<file path="config.mk">
export PLATFORM = sky130hd
export DESIGN_NAME = hazard_stall_controller
export DESIGN_NICKNAME = d
export VERILOG_FILES = /design/src/rtl/hazard_stall_controller.sv
export SDC_FILE = /design/constraint.sdc
export NUM_CORES = 1
export LEC_CHECK = 0
export CORE_MARGIN = 3
export CORE_UTILIZATION = 30
export DETAILED_ROUTE_END_ITERATION = 16
export PLACE_DENSITY = 0.5
export SETUP_SLACK_MARGIN = 0.15
export SLEW_MARGIN = 20
export SYNTH_ARGS = -nofsm -noshare
export SYNTH_HDL_FRONTEND = slang
export SYNTH_SLANG_ARGS = --single-unit
export TNS_END_PERCENT = 30
</file>
<file path="constraint.sdc">
create_clock -name clk -period 4.03 [get_ports clk]
set_clock_uncertainty 0.1 [all_clocks]
set_input_delay 0.806 -clock clk [delete_from_list [all_inputs] [get_ports clk]]
set_output_delay 0.806 -clock clk [all_outputs]
set_load 0.05 [all_outputs]
</file>
<file path="src/rtl/hazard_stall_controller.sv">
// Read-after-write hazard detection, memory-wait freeze and branch-flush sequencing
// for a three-stage (EX/MEM/WB) decode-info pipeline.
module hazard_stall_controller #(
    parameter int FLUSH_CYCLES = 2,
    parameter int CNT_W        = 16
) (
    input  logic             clk,
    input  logic             rst,
    input  logic             dec_valid,
    input  logic [2:0]       dec_src_a,
    input  logic             dec_src_a_used,
    input  logic [2:0]       dec_src_b,
    input  logic             dec_src_b_used,
    input  logic [2:0]       dec_dst,
    input  logic             dec_wr_dst,
    input  logic             dec_wr_src,
    input  logic             mem_busy,
    input  logic             branch_fail,
    output logic [7:0]       stall_out,
    output logic             clear_out,
    output logic             fetch_hold,
    output logic [1:0]       state_o,
    output logic [CNT_W-1:0] stall_cycles
);

    typedef enum logic [1:0] {
        RUN      = 2'd0,
        MEM_WAIT = 2'd1,
        FLUSH    = 2'd2
    } state_t;

    typedef struct packed {
        logic       valid;
        logic [2:0] dst;
        logic       wr_dst;
        logic [2:0] src;
        logic       wr_src;
    } sb_entry_t;

    localparam logic [3:0] FLUSH_LOAD = 4'(FLUSH_CYCLES - 1);

    state_t    state_q, state_d;
    logic [3:0] flush_cnt_q, flush_cnt_d;
    sb_entry_t sb_q [3];
    logic [2:0] hazard;
    logic       freeze;

    // A source hits an entry if it is actually read and matches any register
    // that the in-flight instruction will write.
    function automatic logic src_hit(input sb_entry_t e, input logic [2:0] s, input logic used);
        return used && e.valid && ((e.wr_dst && (e.dst == s)) || (e.wr_src && (e.src == s)));
    endfunction

    always_comb begin
        hazard = '0;
        for (int k = 0; k < 3; k++) begin
            hazard[k] = src_hit(sb_q[k], dec_src_a, dec_src_a_used) |
                        src_hit(sb_q[k], dec_src_b, dec_src_b_used);
        end
    end

    assign freeze = (state_q == MEM_WAIT) || ((state_q == RUN) && mem_busy);

    // Decode handshake: the decode stage offers an instruction with dec_valid; it is
    // accepted into EX only on a non-frozen RUN cycle with stall_out[2:0]==0, otherwise
    // it must be held unchanged and re-presented.
    always_comb begin
        stall_out    = '0;
        stall_out[0] = dec_valid & hazard[0];
        stall_out[1] = dec_valid & hazard[1];
        stall_out[2] = dec_valid & hazard[2];
        stall_out[3] = freeze;
        stall_out[4] = (state_q == FLUSH);
    end

    assign clear_out  = (state_q == FLUSH);
    assign fetch_hold = (|stall_out) & ~branch_fail;
    assign state_o    = state_q;

    always_comb begin
        state_d     = state_q;
        flush_cnt_d = flush_cnt_q;
        case (state_q)
            RUN: begin
                if (branch_fail) begin
                    state_d     = FLUSH;
                    flush_cnt_d = FLUSH_LOAD;
                end else if (mem_busy) begin
                    state_d = MEM_WAIT;
                end
            end
            MEM_WAIT: begin
                if (branch_fail) begin
                    state_d     = FLUSH;
                    flush_cnt_d = FLUSH_LOAD;
                end else if (!mem_busy) begin
                    state_d = RUN;
                end
            end
            FLUSH: begin
                if (branch_fail) begin
                    flush_cnt_d = FLUSH_LOAD;
                end else if (flush_cnt_q == 4'd0) begin
                    state_d = mem_busy ? MEM_WAIT : RUN;
                end else begin
                    flush_cnt_d = flush_cnt_q - 4'd1;
                end
            end
            default: state_d = RUN;
        endcase
    end

    always_ff @(posedge clk) begin
        if (rst) begin
            state_q      <= RUN;
            flush_cnt_q  <= '0;
            stall_cycles <= '0;
            for (int k = 0; k < 3; k++) sb_q[k] <= '0;
        end else begin
            state_q     <= state_d;
            flush_cnt_q <= flush_cnt_d;
            if ((|stall_out) && (stall_cycles != {CNT_W{1'b1}}))
                stall_cycles <= stall_cycles + 1'b1;
            if ((state_q == FLUSH) || branch_fail) begin
                for (int k = 0; k < 3; k++) sb_q[k].valid <= 1'b0;
            end else if (!freeze) begin
                // A stalled decode enters EX as a bubble.
                sb_q[2]        <= sb_q[1];
                sb_q[1]        <= sb_q[0];
                sb_q[0].valid  <= dec_valid & ~(|stall_out[2:0]);
                sb_q[0].dst    <= dec_dst;
                sb_q[0].wr_dst <= dec_wr_dst;
                sb_q[0].src    <= dec_src_a;
                sb_q[0].wr_src <= dec_wr_src;
            end
        end
    end

endmodule

</file>
---- After elaboration in Yosys (flattened, before gate mapping) ----
Memories as Yosys holds them, arrays and structs flattened.
Index checks and enable logic that the tools add are counted.
Widths: inputs -> output; s select.
cells by class
  add/sub/neg operators ................... 2
  mux-type cells .......................... 33
  eq/ne operators ......................... 21
  bitwise gates (word level) .............. 22
  reduce and logical (&&, ||, !) cells .... 42
operators with widths
  kind                   count
  $eq 3x3->1             12
  $logic_and 1x1->1      26
  $mux 1                 18
  $add 16x1->16 const B  1
  $mux 8                 2
  $ne 16x16->1 const B   1
  $or 1x1->1             15
  $mux 2                 6
  $mux 4                 3
  $ne 3x3->1 const B     3
  $logic_or 1x1->1       8
  $pmux 4 s2             1
  $mux 3                 2
  $pmux 2 s3             1
  $and 1x1->1            5
  $reduce_or 5->1        1
  $logic_not 4->1        1
  $ne 2x1->1 const B     2
  $reduce_and 4->1       1
  $sub 4x1->4 const B    1
  $reduce_and 3->1       1
  $reduce_or 3->1        1
  $eq 2x1->1 const B     1
  $eq 2x2->1 const B     1
  5 further kinds        6
word-level totals
  memories ................................ 1
  logic and storage cells ................. 124
  bits in writable memories ............... 27
  output and inout port bits .............. 28
  register bits after elaboration ......... 22
  bits of input ports ..................... 18
memory list
  memory  words  bits a word  read ports  clocked after memory_dff  write ports  RTL line  RTL
  sb_q    3      9            3           0                         3            44        sb_entry_t sb_q [3];

---- Logic depth before layout (Yosys ltp) ----
An unclocked memory read counts as a cell.
  word-level depth ........................ 11
  gate-level depth with buffers ........... 9

---- Worst setup path before layout ----
No wires, ideal clock.
  path kind ............................... flip-flop to output port
  start ................................... register state_q[1], in the netlist state_o[1]
  end ..................................... output port fetch_hold
  arrival time ............................ 2,716 ps
  path slack .............................. 408 ps
  stages on the path, launching flop included .. 5
  data required time ...................... 3,124 ps
  cell sequence ........................... dfxtp_1 nor2b_1 or2_4 a211oi_2 a21oi_1
between the ends
  elaborated cells on any way between the ends .. 7
  classes of those cells .................. 2 x eq/ne; 1 x bitwise; 4 x reduce/logical
RTL lines
  element                 RTL line  RTL
  from (decl)             42        state_t state_q, state_d;
  from (signal assigned)  120       state_q <= state_d;
  $eq 2x2->1              --
  via clear_out           20        output logic clear_out,
  $reduce_or 5->1         77        assign fetch_hold = (|stall_out) & ~branch_fail;
  $and 1x1->1             77
  to (decl)               21        output logic fetch_hold,
The timed path passes the listed nets, and every way through them passes these cells.

---- Final worst setup path ----
  start ................................... input port dec_src_a[1]
  end ..................................... output port fetch_hold
between the ends
  longest elaborated chain between the ends .. 8
  elaborated cells on any way between the ends .. 26
  classes of those cells .................. 6 x eq/ne; 7 x bitwise; 13 x reduce/logical
RTL lines
  element                         RTL line    RTL
  from (decl)                     10          input logic [2:0] dec_src_a,
  $eq 3x3->1                      51          return used && e.valid && ((e.wr_dst && (e.dst == s)) || (e.wr_src && (e.src == s)));
  $logic_and 1x1->1               51
  $logic_or 1x1->1                51
  $logic_and 1x1->1               51
  $or 1x1->1                      57          hazard[k] = src_hit(sb_q[k], dec_src_a, dec_src_a_used) |
  $and 1x1->1 (on tied branches)  69, 70, 71
  $reduce_or 5->1 (*)             77
  $and 1x1->1 (*)                 77
Mark *: on every way between the ends. The rest lies on a longest branch, timed or not.

==> metrics.cfg <==
[outcome]
status=complete, no violations

[power_and_ir_drop]
comb_power_share_pct=18.5
power_frac_clock_pct=27.8
p_switching_uw=306
power_leakage_nw=1.16
p_int_uw=777
p_seq_share_pct=53.8
ir_worst_vdd_uv=136
powerDensity_nw_per_um2=322
switching_share_pct=28.3

[route]
drtIter0Drc=90
wl_per_cell_um=14.1
avgViaCountPerCell=4.83
drc=0
drt-total-wl_um=5930
drtAntennaViolNets=0
drtPass1Iterations=4
vias=2033

[clock_tree]
cts_tree=built
cts_buffer_depth=2
cts_hold_buf=0
cts_setup_buffers=0
clockRootBuffer=clkbuf_8
path_clk_slew_ps=100
clock_latency_ps=300
cts_made_buffers=5
htreeDepth=2
cts.sinks=49
ctsResizeCount=0

[synthesis]
avgSynthCellArea_um2=10.2
synthTopCellsByCount=xnor2_1, and2_1, edfxtp_1
synthDistinctLibCells=44
ys_warn_count=0
synth_cells=276
synth-edff-count=27
synth_area_um2=2820
synthTopCellsByArea=edfxtp_1, dfxtp_1, xnor2_1, and2_1, nand4_1
synthFlopType=edfxtp_1
synth.top_cell.area_share_pct=28.7
async_reset_ff_share_pct=0
post-synth-top-count-cell=xnor2_1
ys_seq_area_share_pct=44.4
yosys.area.top_type=edfxtp_1
synth_seq_cells=49

[critical_path]
arrival_ps=2700
start_kind=input port
critPathMaxStageDelay_ps=710
critPathMaxFanout=7
setup.worst_path.end_class=output port
crit_chain=clkdlybuf4s50_1, xnor2_1, nand4_1, a21oi_2, nor4_4, a21oi_1, buf_4
critPathSlowestCell=clkdlybuf4s50_1
path_class=in -> out
crit_required_ps=3120

[layout]
fillers=915
nets=333
antenna_cells=0
syn2layout_area_growth_pct=19.4
drive_gt1_share_pct=12.1
finalInstanceArea_um2=3370

[placed_design]
detailed_place_hpwl_um=4540
placed_cell_area_um2=3280
gp_congestion=0.839
numPortBuffers=42

[timing]
fin_tns_setup_ps=0
grt_setup_unrepaired=false
finalSetupViolCount=0
worstMarginPinSlew_ps=640
whs_ps=462
period_minus_slack_ps=3610
max_clock_freq_mhz=277
final_max_slew_viol_count=0
fin_crit_sh_pct=89.6
hold_violations=0
relSlewSlack_pct=57.3

[grt]
grt_pass1_wl_um=10000
grt_antenna_before_repair=0
grt_pass1_vias=1976
grt_max_degree=35
grt_usage_pct=12.1
overflow=0

[min_path]
hold_path_class=reg -> reg

[floorplanning]
ios=46
die_h_um=103
fp-row-count=34
core-area_um2=8930
floorplan.initialDensity_pct=31.6
die_w_um=103
die_area_um2=10600

[run]
maxCapViolations=0

[layout by cell type, fill, tap and decap left out, drive strengths merged, types with 5 or more instances in the layout]
cell type,instances
xnor2,39
clkdlybuf4s50,38
and2,28
edfxtp,27
nor2,23
dfxtp,22
nand4,17
a21oi,17
nand3,10
nand2,9
nand2b,7
a31o,7
buf,7
inv,6
clkbuf,6
and3,6
nor2b,5
mux2,5
[layer usage]
| metal | GRT usage (%) | wire length (um) |
|---|---|---|
| met4 | 3.59 | 76 |
| met2 | 19.0 | 2650 |
| met1 | 16.9 | 2950 |
| met5 | 0 | 0 |
| met3 | 2.37 | 250 |
[worst max-delay path, delay by kind of cell]
family | cells | cell delay (ps)
compound gates | 2 | 240
xor+xnor | 1 | 150
buf+inv | 2 | 930
simple gates | 2 | 570
[final timing paths]
check / slack [ps] / to / cells past startpoint / start
worst max-delay path: 420 / fetch_hold / 7 / dec_src_a[1]
worst min-delay path: 460 / flush_cnt_q[3] / 2 / flush_cnt_q[3]
worst max register to register: 1710 / stall_cycles[15] / 7 / sb_q[0][1]
worst min register to register: 460 / flush_cnt_q[3] / 2 / flush_cnt_q[3]
[stage by stage]
stage	utilization [%]	total power, mW	instances	worst slack (ps)
floorplan	-	0.741	278	408
global placement	36.7	0.795	413	429
detailed placement	36.7	0.797	413	408
CTS	37.7	1.10	421	388
global route	37.7	1.14	421	295
finish	37.7	1.08	421	421
[cells by family (layout without fill, tap and decap cells)]
kind of cell | Yosys count | in the layout | synth area share (%)
AO/OA/AOI/OAI | 37 | 37 | 10.6
XOR/XNOR | 39 | 39 | 12.1
other | 1 | 3 | 0.133
flip-flops | 49 | 49 | 44.4
multiplexers | 6 | 6 | 2.35
AND/OR/NAND/NOR | 117 | 117 | 24.0
buffers and inverters | 24 | 59 | 5.06
adder cells (fa/ha/maj) | 3 | 3 | 1.33
[power groups by stage]
stage | clock [mW] | sequential [mW] | combinational (mW)
global route | 0.335 | 0.587 | 0.220
finish | 0.301 | 0.582 | 0.200
CTS | 0.312 | 0.583 | 0.203
floorplan | 0 | 0.603 | 0.137
detailed placement | 0 | 0.594 | 0.203
global placement | 0 | 0.594 | 0.201
[flip-flops by register name, summed over array words and instances (netlist names)]
signal	flops
state_o	2
stall_cycles	16
sb_q	27
flush_cnt_q	4
[layout make-up]
cell class,instances,area (um2),area share (%)
Multi-Input combinational cell,205,1430,42.6
Sequential cell,49,1250,37.2
Timing Repair Buffer,45,433,12.9
Tap cell,108,135,4.01
Clock buffer,6,82.6,2.45
Inverter,6,22.5,0.669
Clock inverter,2,8.76,0.260
Power figures use the tool's default switching activity.
